--- src/rtl/uplus_ten_gig_link_ctrl.sv ---
// ---------------------------------------------------------------------------
// uplus_ten_gig_link_ctrl
//
// Purpose:
//   Brings up a group of GT channels that share one QPLL. The sequence is:
//   reset the QPLL, wait for it to lock, release the enabled channels, and
//   wait for every enabled channel to report a debounced link-up. Lock
//   timeouts restart the QPLL. Link timeouts re-reset only the channels
//   that failed. Loss of lock at any point after lock restarts everything.
//
// Optional feature:
//   UPLUS_LINK_RETRY_CNT_EN - when defined, o_retry_cnt counts recovery
//   events and saturates at 255. When undefined, o_retry_cnt is tied to 0.
//
// Ports:
//   i_dclk            single clock for all logic
//   i_rst_n           asynchronous active-low reset
//   i_restart         synchronous pulse that restarts the whole bring-up
//   i_ch_enable       per-channel enable (synchronous)
//   i_qpll_lock       QPLL lock (asynchronous, synchronized internally)
//   i_stat_rx_status  per-channel rx status (asynchronous, synchronized)
//   o_qpll_reset      QPLL reset, active high
//   o_ch_reset        per-channel reset, active high
//   o_link_up         debounced per-channel link status
//   o_all_link_up     all enabled links up while in RUN (registered)
//   o_state           FSM state code (0 QPLL_RST .. 4 RUN)
//   o_lock_err        sticky lock-timeout flag
//   o_retry_cnt       saturating retry counter
// ---------------------------------------------------------------------------
module uplus_ten_gig_link_ctrl #(
    parameter int P_CHANNEL_NUM     = 2,
    parameter int P_QPLL_RST_CYCLES = 16,
    parameter int P_LOCK_TIMEOUT    = 100000,
    parameter int P_LINK_TIMEOUT    = 1000000,
    parameter int P_CH_RST_CYCLES   = 16,
    parameter int P_DEBOUNCE        = 8
) (
    input  logic                     i_dclk,
    input  logic                     i_rst_n,
    input  logic                     i_restart,
    input  logic [P_CHANNEL_NUM-1:0] i_ch_enable,
    input  logic                     i_qpll_lock,
    input  logic [P_CHANNEL_NUM-1:0] i_stat_rx_status,
    output logic                     o_qpll_reset,
    output logic [P_CHANNEL_NUM-1:0] o_ch_reset,
    output logic [P_CHANNEL_NUM-1:0] o_link_up,
    output logic                     o_all_link_up,
    output logic [2:0]               o_state,
    output logic                     o_lock_err,
    output logic [7:0]               o_retry_cnt
);

    typedef enum logic [2:0] {
        ST_QPLL_RST  = 3'd0,
        ST_WAIT_LOCK = 3'd1,
        ST_WAIT_LINK = 3'd2,
        ST_CH_RST    = 3'd3,
        ST_RUN       = 3'd4
    } state_t;

    localparam int TMAX_A = (P_QPLL_RST_CYCLES > P_LOCK_TIMEOUT)  ? P_QPLL_RST_CYCLES : P_LOCK_TIMEOUT;
    localparam int TMAX_B = (P_LINK_TIMEOUT    > P_CH_RST_CYCLES) ? P_LINK_TIMEOUT    : P_CH_RST_CYCLES;
    localparam int TMAX   = (TMAX_A > TMAX_B) ? TMAX_A : TMAX_B;
    localparam int TW     = $clog2(TMAX) + 1;
    localparam int DW     = $clog2(P_DEBOUNCE + 1);

    // The timer holds the number of completed cycles in the current state,
    // so a limit of L is reached when the timer shows L-1.
    localparam logic [TW-1:0] T_QPLL_END = TW'(P_QPLL_RST_CYCLES - 1);
    localparam logic [TW-1:0] T_LOCK_END = TW'(P_LOCK_TIMEOUT - 1);
    localparam logic [TW-1:0] T_LINK_END = TW'(P_LINK_TIMEOUT - 1);
    localparam logic [TW-1:0] T_CHR_END  = TW'(P_CH_RST_CYCLES - 1);
    localparam logic [DW-1:0] DEB_FULL   = DW'(P_DEBOUNCE);
    localparam logic [DW-1:0] DEB_LAST   = DW'(P_DEBOUNCE - 1);

    // ---------------- synchronizers ----------------
    logic                     lock_s1_q, lock_s2_q;
    logic [P_CHANNEL_NUM-1:0] rx_s1_q, rx_s2_q;

    always_ff @(posedge i_dclk or negedge i_rst_n) begin
        if (!i_rst_n) begin
            lock_s1_q <= 1'b0;
            lock_s2_q <= 1'b0;
            rx_s1_q   <= '0;
            rx_s2_q   <= '0;
        end else begin
            lock_s1_q <= i_qpll_lock;
            lock_s2_q <= lock_s1_q;
            rx_s1_q   <= i_stat_rx_status;
            rx_s2_q   <= rx_s1_q;
        end
    end

    // ---------------- FSM registers and outputs ----------------
    state_t                   state_q, state_d;
    logic [TW-1:0]            timer_q;
    logic [P_CHANNEL_NUM-1:0] mask_q, mask_d;
    logic                     qpll_reset_q;
    logic [P_CHANNEL_NUM-1:0] ch_reset_q, ch_reset_d;
    logic                     all_link_up_q;
    logic                     lock_err_q;
    logic                     lock_to;
    logic                     all_en_up;

    // ---------------- debounce ----------------
    logic [P_CHANNEL_NUM-1:0][DW-1:0] deb_cnt_q;
    logic [P_CHANNEL_NUM-1:0]         link_up_q;

    // A sample counts only while the channel is enabled and out of reset;
    // any other sample restarts the count and drops link-up.
    always_ff @(posedge i_dclk or negedge i_rst_n) begin
        if (!i_rst_n) begin
            deb_cnt_q <= '0;
            link_up_q <= '0;
        end else begin
            for (int n = 0; n < P_CHANNEL_NUM; n++) begin
                if (i_ch_enable[n] && !ch_reset_q[n] && rx_s2_q[n]) begin
                    if (deb_cnt_q[n] != DEB_FULL) deb_cnt_q[n] <= deb_cnt_q[n] + DW'(1);
                    link_up_q[n] <= (deb_cnt_q[n] >= DEB_LAST);
                end else begin
                    deb_cnt_q[n] <= '0;
                    link_up_q[n] <= 1'b0;
                end
            end
        end
    end

    // Disabled channels count as up, so an empty mask is vacuously all-up.
    assign all_en_up = &(link_up_q | ~i_ch_enable);

    always_comb begin
        state_d = state_q;
        lock_to = 1'b0;
        case (state_q)
            ST_QPLL_RST: begin
                if (timer_q == T_QPLL_END) state_d = ST_WAIT_LOCK;
            end
            ST_WAIT_LOCK: begin
                if (lock_s2_q) begin
                    state_d = ST_WAIT_LINK;
                end else if (timer_q == T_LOCK_END) begin
                    state_d = ST_QPLL_RST;
                    lock_to = 1'b1;
                end
            end
            ST_WAIT_LINK: begin
                if (!lock_s2_q)                  state_d = ST_QPLL_RST;
                else if (all_en_up)              state_d = ST_RUN;
                else if (timer_q == T_LINK_END)  state_d = ST_CH_RST;
            end
            ST_CH_RST: begin
                if (!lock_s2_q)                  state_d = ST_QPLL_RST;
                else if (timer_q == T_CHR_END)   state_d = ST_WAIT_LINK;
            end
            ST_RUN: begin
                if (!lock_s2_q)                  state_d = ST_QPLL_RST;
                else if (!all_en_up)             state_d = ST_WAIT_LINK;
            end
            default: state_d = ST_QPLL_RST;
        endcase
        // Restart wins over everything, including a same-cycle lock timeout.
        if (i_restart) begin
            state_d = ST_QPLL_RST;
            lock_to = 1'b0;
        end
    end

    // Only the channels that failed during the link wait are re-reset.
    always_comb begin
        mask_d = mask_q;
        if (state_q == ST_WAIT_LINK && state_d == ST_CH_RST) mask_d = i_ch_enable & ~link_up_q;
    end

    // Channels are held in reset until the QPLL has locked.
    always_comb begin
        case (state_d)
            ST_QPLL_RST, ST_WAIT_LOCK: ch_reset_d = '1;
            ST_CH_RST:                 ch_reset_d = mask_d | ~i_ch_enable;
            default:                   ch_reset_d = ~i_ch_enable;
        endcase
    end

    always_ff @(posedge i_dclk or negedge i_rst_n) begin
        if (!i_rst_n) begin
            state_q       <= ST_QPLL_RST;
            timer_q       <= '0;
            mask_q        <= '0;
            qpll_reset_q  <= 1'b1;
            ch_reset_q    <= '1;
            all_link_up_q <= 1'b0;
            lock_err_q    <= 1'b0;
        end else begin
            state_q <= state_d;
            // A restart re-enters QPLL_RST, so it clears the timer as well.
            if (state_d != state_q || i_restart) timer_q <= '0;
            else if (timer_q != '1)              timer_q <= timer_q + TW'(1);
            mask_q        <= mask_d;
            qpll_reset_q  <= (state_d == ST_QPLL_RST);
            ch_reset_q    <= ch_reset_d;
            all_link_up_q <= (state_q == ST_RUN) && (i_ch_enable != '0) && all_en_up;
            if (lock_to) lock_err_q <= 1'b1;
        end
    end

`ifdef UPLUS_LINK_RETRY_CNT_EN
    logic [7:0] retry_cnt_q;
    logic       retry_evt;

    // Every non-restart entry into QPLL_RST is a timeout or lock loss.
    assign retry_evt = !i_restart && (state_d != state_q) &&
                       (state_d == ST_QPLL_RST || state_d == ST_CH_RST);

    always_ff @(posedge i_dclk or negedge i_rst_n) begin
        if (!i_rst_n)                            retry_cnt_q <= 8'd0;
        else if (retry_evt && retry_cnt_q != 8'hFF) retry_cnt_q <= retry_cnt_q + 8'd1;
    end
    assign o_retry_cnt = retry_cnt_q;
`else
    assign o_retry_cnt = 8'd0;
`endif

    assign o_qpll_reset  = qpll_reset_q;
    assign o_ch_reset    = ch_reset_q;
    assign o_link_up     = link_up_q;
    assign o_all_link_up = all_link_up_q;
    assign o_state       = state_q;
    assign o_lock_err    = lock_err_q;

endmodule

--- config.mk ---
export PLATFORM = sky130hd
export DESIGN_NAME = uplus_ten_gig_link_ctrl
export DESIGN_NICKNAME = d
export VERILOG_FILES = /design/src/rtl/uplus_ten_gig_link_ctrl.sv
export SDC_FILE = /design/constraint.sdc
export NUM_CORES = 1
export LEC_CHECK = 0
export CAP_MARGIN = 5
export CORE_UTILIZATION = 35
export DETAILED_ROUTE_END_ITERATION = 8
export PLACE_DENSITY = 0.64
export SYNTH_ARGS = -nofsm -noshare
export SYNTH_HDL_FRONTEND = slang
export SYNTH_SLANG_ARGS = --single-unit
export TNS_END_PERCENT = 5
--- constraint.sdc ---
create_clock -name i_dclk -period 3.4 [get_ports i_dclk]
set_input_delay 0.68 -clock i_dclk [delete_from_list [all_inputs] [get_ports i_dclk]]
set_output_delay 0.68 -clock i_dclk [all_outputs]
set_load 0.01 [all_outputs]
# Yosys cells after proc, flatten, opt, wreduce, memory -nomap -nowiden
# Index checks and enable logic that the tools add are counted.
[classes] eq_ne=15 muxes=26 shifts=0 n_addsub=3 magnitude_cmp=2 n_reduce_logical=16 n_mul=0 div_mod_pow=0 bitwise_logic=5
[op_table] cell="$mux W21" count=2
[op_table] cell="$mux W3" count=11
[op_table] cell="$add A21 B1 Y21 const B" count=1
[op_table] cell="$eq A21 B17 Y1 const B" count=1
[op_table] cell="$eq A21 B20 Y1 const B" count=1
[op_table] cell="$eq A21 B4 Y1 const B" count=1
[op_table] cell="$ne A21 B21 Y1 const B" count=1
[op_table] cell="$mux W4" count=4
[op_table] cell="$pmux W3 S5" count=1
[op_table] cell="$eq A3 B2 Y1 const B" count=3
[op_table] cell="$add A4 B1 Y4 const B" count=2
[op_table] cell="$ge A4 B3 Y1 const B" count=2
[op_table] cell="$ne A4 B4 Y1 const B" count=2
[op_table] cell="$logic_and A1 B1 Y1" count=7
[op_table] cell="$eq A3 B1 Y1 const B" count=2
[op_table] cell="$logic_not A3 Y1" count=2
[op_table] cell="$mux W1" count=6
[op_table] cell="$ne A2 B1 Y1 const B" count=2
[op_table] cell="$not A2 Y2" count=2
[op_table] cell="$or A2 B2 Y2" count=2
[op_table] cell="$pmux W2 S2" count=1
[op_table] cell="$reduce_bool A2 Y1" count=2
[op_table] cell="$eq A3 B3 Y1 const B" count=1
[op_table] cell="$ne A3 B3 Y1" count=1
[op_table] cell="other kinds (6)" count=7
[totals] inputBits=8 reg_bits=47 n_memories=0 wordCells=81 romBits=0 ramBits=0 latch_bits=0

# Depth between registers and ports, before layout
[logic_depth] depth_word=12 mapped_depth=9 mapped_depth_nobuf=8

# Least setup slack after synthesis
# Ideal clock, no wire load.
[synth_timing] path_kind="flip-flop to flip-flop" start="reg timer_q[14]" end="reg mask_q[0]" required_ns=3.273 setup_ns=0.127 path_slack_ns=1.015 path_buffers=0 arrival_time_ns=2.258 period_less_slack_ns=2.385 path_stages_with_launch=7 path_cell_list="dfrtp_1 -> or4_4 -> nor4_4 -> and4_1 -> mux2_1 -> a211o_1 -> mux2_1"
[synth_between] elab_chain_cells=9 elab_cells_between_ends=16
[synth_rtl] element="start: declaration" line="96" text="logic [TW-1:0] timer_q;"
[synth_rtl] element="start signal: assignment" line="196" text="else if (timer_q != '1) timer_q <= timer_q + TW'(1);"
[synth_rtl] element="$eq A21 B20 Y1" line="149" text="else if (timer_q == T_LINK_END) state_d = ST_CH_RST;"
[synth_rtl] element="$mux W3" line="149"
[synth_rtl] element="$mux W3" line="148" text="else if (all_en_up) state_d = ST_RUN;"
[synth_rtl] element="$mux W3" line="147" text="if (!lock_s2_q) state_d = ST_QPLL_RST;"
[synth_rtl] element="$pmux W3 S5 (*)" line="134" text="case (state_q)"
[synth_rtl] element="$mux W3 (*)" line="162" text="if (i_restart) begin"
[synth_rtl] element="$eq A3 B2 Y1 (*)" line="171" text="if (state_q == ST_WAIT_LINK && state_d == ST_CH_RST) mask_d = i_ch_enable & ~link_up_q;"
[synth_rtl] element="$logic_and A1 B1 Y1 (*)" line="171"
[synth_rtl] element="$mux W2 (*)" line="171"
[synth_rtl] element="via mask_d[0]" line="97" text="logic [P_CHANNEL_NUM-1:0] mask_q, mask_d;"
[synth_rtl] element="end signal: assignment" line="197" text="mask_q <= mask_d;"
[synth_rtl] element="end: declaration" line="97"
# Mark *: on every way through the listed nets, which the timed path passes. The rest lies on a longest branch.
# A chain may end at the register's enable or synchronous reset.

# Worst setup path in the final report
[layout_timing] start="reg timer_q[14]" end="reg timer_q[16]"
[layout_between] elab_chain_cells=9 elab_cells_between_ends=20
[layout_rtl] element="$eq A21 B20 Y1" line="149"
[layout_rtl] element="$mux W3" line="149"
[layout_rtl] element="$mux W3" line="148"
[layout_rtl] element="$mux W3" line="147"
[layout_rtl] element="$pmux W3 S5" line="134"
[layout_rtl] element="$mux W3" line="162"
[layout_rtl] element="$ne A3 B3 Y1" line="195" text="if (state_d != state_q || i_restart) timer_q <= '0;"
[layout_rtl] element="$logic_or A1 B1 Y1" line="195"
[layout_rtl] element="$mux W21 or $reduce_bool A2 Y1 (tied branches)"
# Several ways; a longest one is shown, not always the timed one. The select of a mux whose other input is x is not followed.

==> metrics <==
Critical-path top delay cell or4_4; Worst path depth 7; Total GRT Usage approximately 15%; status completed; Final #Nets approximately 300; Tot Pwr 0.0009696 W; Combinational Power Share 4.5%; HPWL Detailed a little under 4000 um; Final Hold Viols 0; Worst path top cell family by delay simple AND/OR/NAND/NOR gates; R2R depth 7; Post-Layout Cell Count 389; Yosys reg bits 47; share of layout cells above drive strength 1 10.69%; most frequent cells in the layout dfrtp_1, nor2_1, nand2_1; CTS sink cnt 47; synth unique cells 48; core area 7292 um2; GRT overflow 0; io pins 26; number of global-route vias before repair ~2,000; worst skew pair latency between 300 and 400 ps; Fmax 368.4 MHz; Cell Pwr Density 323.7 nW/um2; Clock Path Buffers 2; arrival time at the worst endpoint 2910 ps; register area share after synthesis 44.36%; Reg2Reg Setup Slack roughly 690 ps; max-slew violations 0; Setup-failing EPs final 0; min cycle time layout around 2700 ps; ys async rst share 100.0%; crit-path max cell delay 560 ps; Worst slew margin 33.59%; I/O Buffers 17; Worst Setup EP timer_q[16]$_DFFE_PN0P_; final setup TNS 0 ps; first-pass GRT wire length 9308 um; worst setup path startpoint timer_q[14]$_DFFE_PN0P_; Fin Clk Skew 7.513 ps; fin crit share about four fifths; Internal 0.0007448 W; Num CTS Buffers 5; clk root buf clkbuf_8; Max Fanout on Critical Path 10; Max-cap violations 0; DR vias/cell roughly 5.2; largest net degree at the start of global routing 48; switch share 23.18%; CTS tree built; worst vdd ir 113.6 uV; Antenna Nets Post-Route 0; die area 7953 um2; drt initial violations 73; fin util 41.08%; Sequential Power Share 58.8%; Cells after Synth 271; most common cell after layout, fill and taps aside dfrtp_1; routability cong. roughly 0.8; drt pass-1 iters 4; n_diodes 0; Critical Path RT 3590 ps; R2R Path End timer_q[16]$_DFFE_PN0P_; initial antenna violation count 0; die height between 80 and 90 um; Rows 31; Hold Path Class flip-flop to flip-flop; Synth-to-Final Area Change 12.61%; Startpoint Class flip-flop; WS Path Type flip-flop to flip-flop; hold_buf cts 0; Post-synth EDFFs 0; unrepaired setup endpoints after global routing no; Clock power frac 36.8%; Post-CTS Setup Repair Bufs 0; Critical path buffers and inverters 1; Worst-path clk slew 90 ps; mapped cell area 2660 um2; yosys warns 0; H-tree levels 2; P_leak 1.227 nW; DP Cell Count 381; Setup crit end kind flip-flop; Fill cells 739; Vias ~2,000; final wirelength roughly 5400 um; Most used DFF post-synth dfrtp_1; wire length per cell 13.92 um; CTS resizes 0; worst slew pin tran 996.2 ps; initial core utilization 36.48%; Critical R2R Launch timer_q[14]$_DFFE_PN0P_; # DRC 0; crit-path cells or4_4 -> nor4_4 -> and4_1 -> mux2i_1 -> o21ai_4 -> inv_2 -> mux2_1; syn avg cell area 9.816 um2; net load switching power 0.0002247 W; die width 89.18 um
## stage by stage
stage | area, um2 | setup WS (ps) | hold WS [ps]
2_1_floorplan | 2686 | 1015 | 331.2
3_3_place_gp | 2897 | 535.5 | 335.0
3_5_place_dp | 2897 | 460.5 | 334.7
4_1_cts | 2995 | 667.8 | 351.0
5_1_grt | 2995 | 556.2 | 352.6
6_report | 2995 | 685.9 | 345.6
## synthesized netlist by cell type (all sizes together) (8+ instances only)
| library cell | n | share of area, % |
|---|---|---|
| a211oi | 12 | 4.1 |
| a21oi | 11 | 2.1 |
| buf | 9 | 2.7 |
| dfrtp | 44 | 41 |
| mux2i | 8 | 3.0 |
| nand2 | 20 | 2.8 |
| nand3 | 15 | 2.8 |
| nor2 | 29 | 4.1 |
| nor4 | 9 | 2.9 |
| xor2 | 15 | 4.9 |
## sequential cells by signal, indices dropped and copies added (netlist names)
register       count
o_all_link_up      1
o_link_up          2
lock_s2_q          1
o_ch_reset         2
lock_s1_q          1
rx_s2_q            2
o_state            3
rx_s1_q            2
timer_q           21
o_lock_err         1
mask_q             2
o_qpll_reset       1
deb_cnt_q          8
## how the worst min path moves through the flow
stage / startpoint / to / depth (start not counted)
2_1_floorplan: lock_s1_q$_DFF_PN0_ / lock_s2_q$_DFF_PN0_ / 0
3_3_place_gp: rx_s1_q[1]$_DFF_PN0_ / rx_s2_q[1]$_DFF_PN0_ / 0
3_5_place_dp: rx_s1_q[0]$_DFF_PN0_ / rx_s2_q[0]$_DFF_PN0_ / 0
4_1_cts: lock_s1_q$_DFF_PN0_ / lock_s2_q$_DFF_PN0_ / 0
5_1_grt: lock_s1_q$_DFF_PN0_ / lock_s2_q$_DFF_PN0_ / 0
6_report: lock_s1_q$_DFF_PN0_ / lock_s2_q$_DFF_PN0_ / 0
## cells by family after synthesis
group	count (synthesis)	synth area share (%)
and+or+nand+nor	121	24.79
DFF	47	44.36
AOI/OAI and AO/OA	40	11.38
buffers and inverters	22	4.515
xor gates and xnor gates	21	6.915
muxes	14	5.550
adders and majority gates	5	2.352
other	1	0.1410
## per-layer routing
metal,share of wire (%),vias up,GRT usage [%]
met1,47,984,19.41
met2,47,47,25.61
li1,-,996,-
met5,0,-,0
met4,1.5,0,5.483
met3,4.1,9,4.155
## power by group through the flow
stage                     Combinational, W  Clock [W]  Sequential, W
after global placement           0.0000433          0       0.000581
after detailed placement         0.0000440          0       0.000581
after CTS                        0.0000444   0.000373       0.000570
after global routing             0.0000506   0.000395       0.000571
after floorplan                  0.0000275          0       0.000580
final                            0.0000432   0.000356       0.000570
## cell type report
type | count | area [um2] | area share (%)
Tap cell | 99 | 123.9 | 4.135
Sequential cell | 47 | 1180 | 39.39
Timing Repair Buffer | 19 | 180.2 | 6.015
Clock inverter | 2 | 16.27 | 0.5430
Inverter | 7 | 26.28 | 0.8772
Multi-Input combinational cell | 209 | 1386 | 46.28
Clock buffer | 6 | 82.58 | 2.757
## worst reg2reg max path, delay by kind of cell, from the launching register on
family,cells,cell delay [ps]
and+or+nand+nor,3,1070
muxes,2,730
DFF,1,480
buffers and inverters,1,210
AOI/OAI and AO/OA,1,120
(Power assumes the default switching activity.)
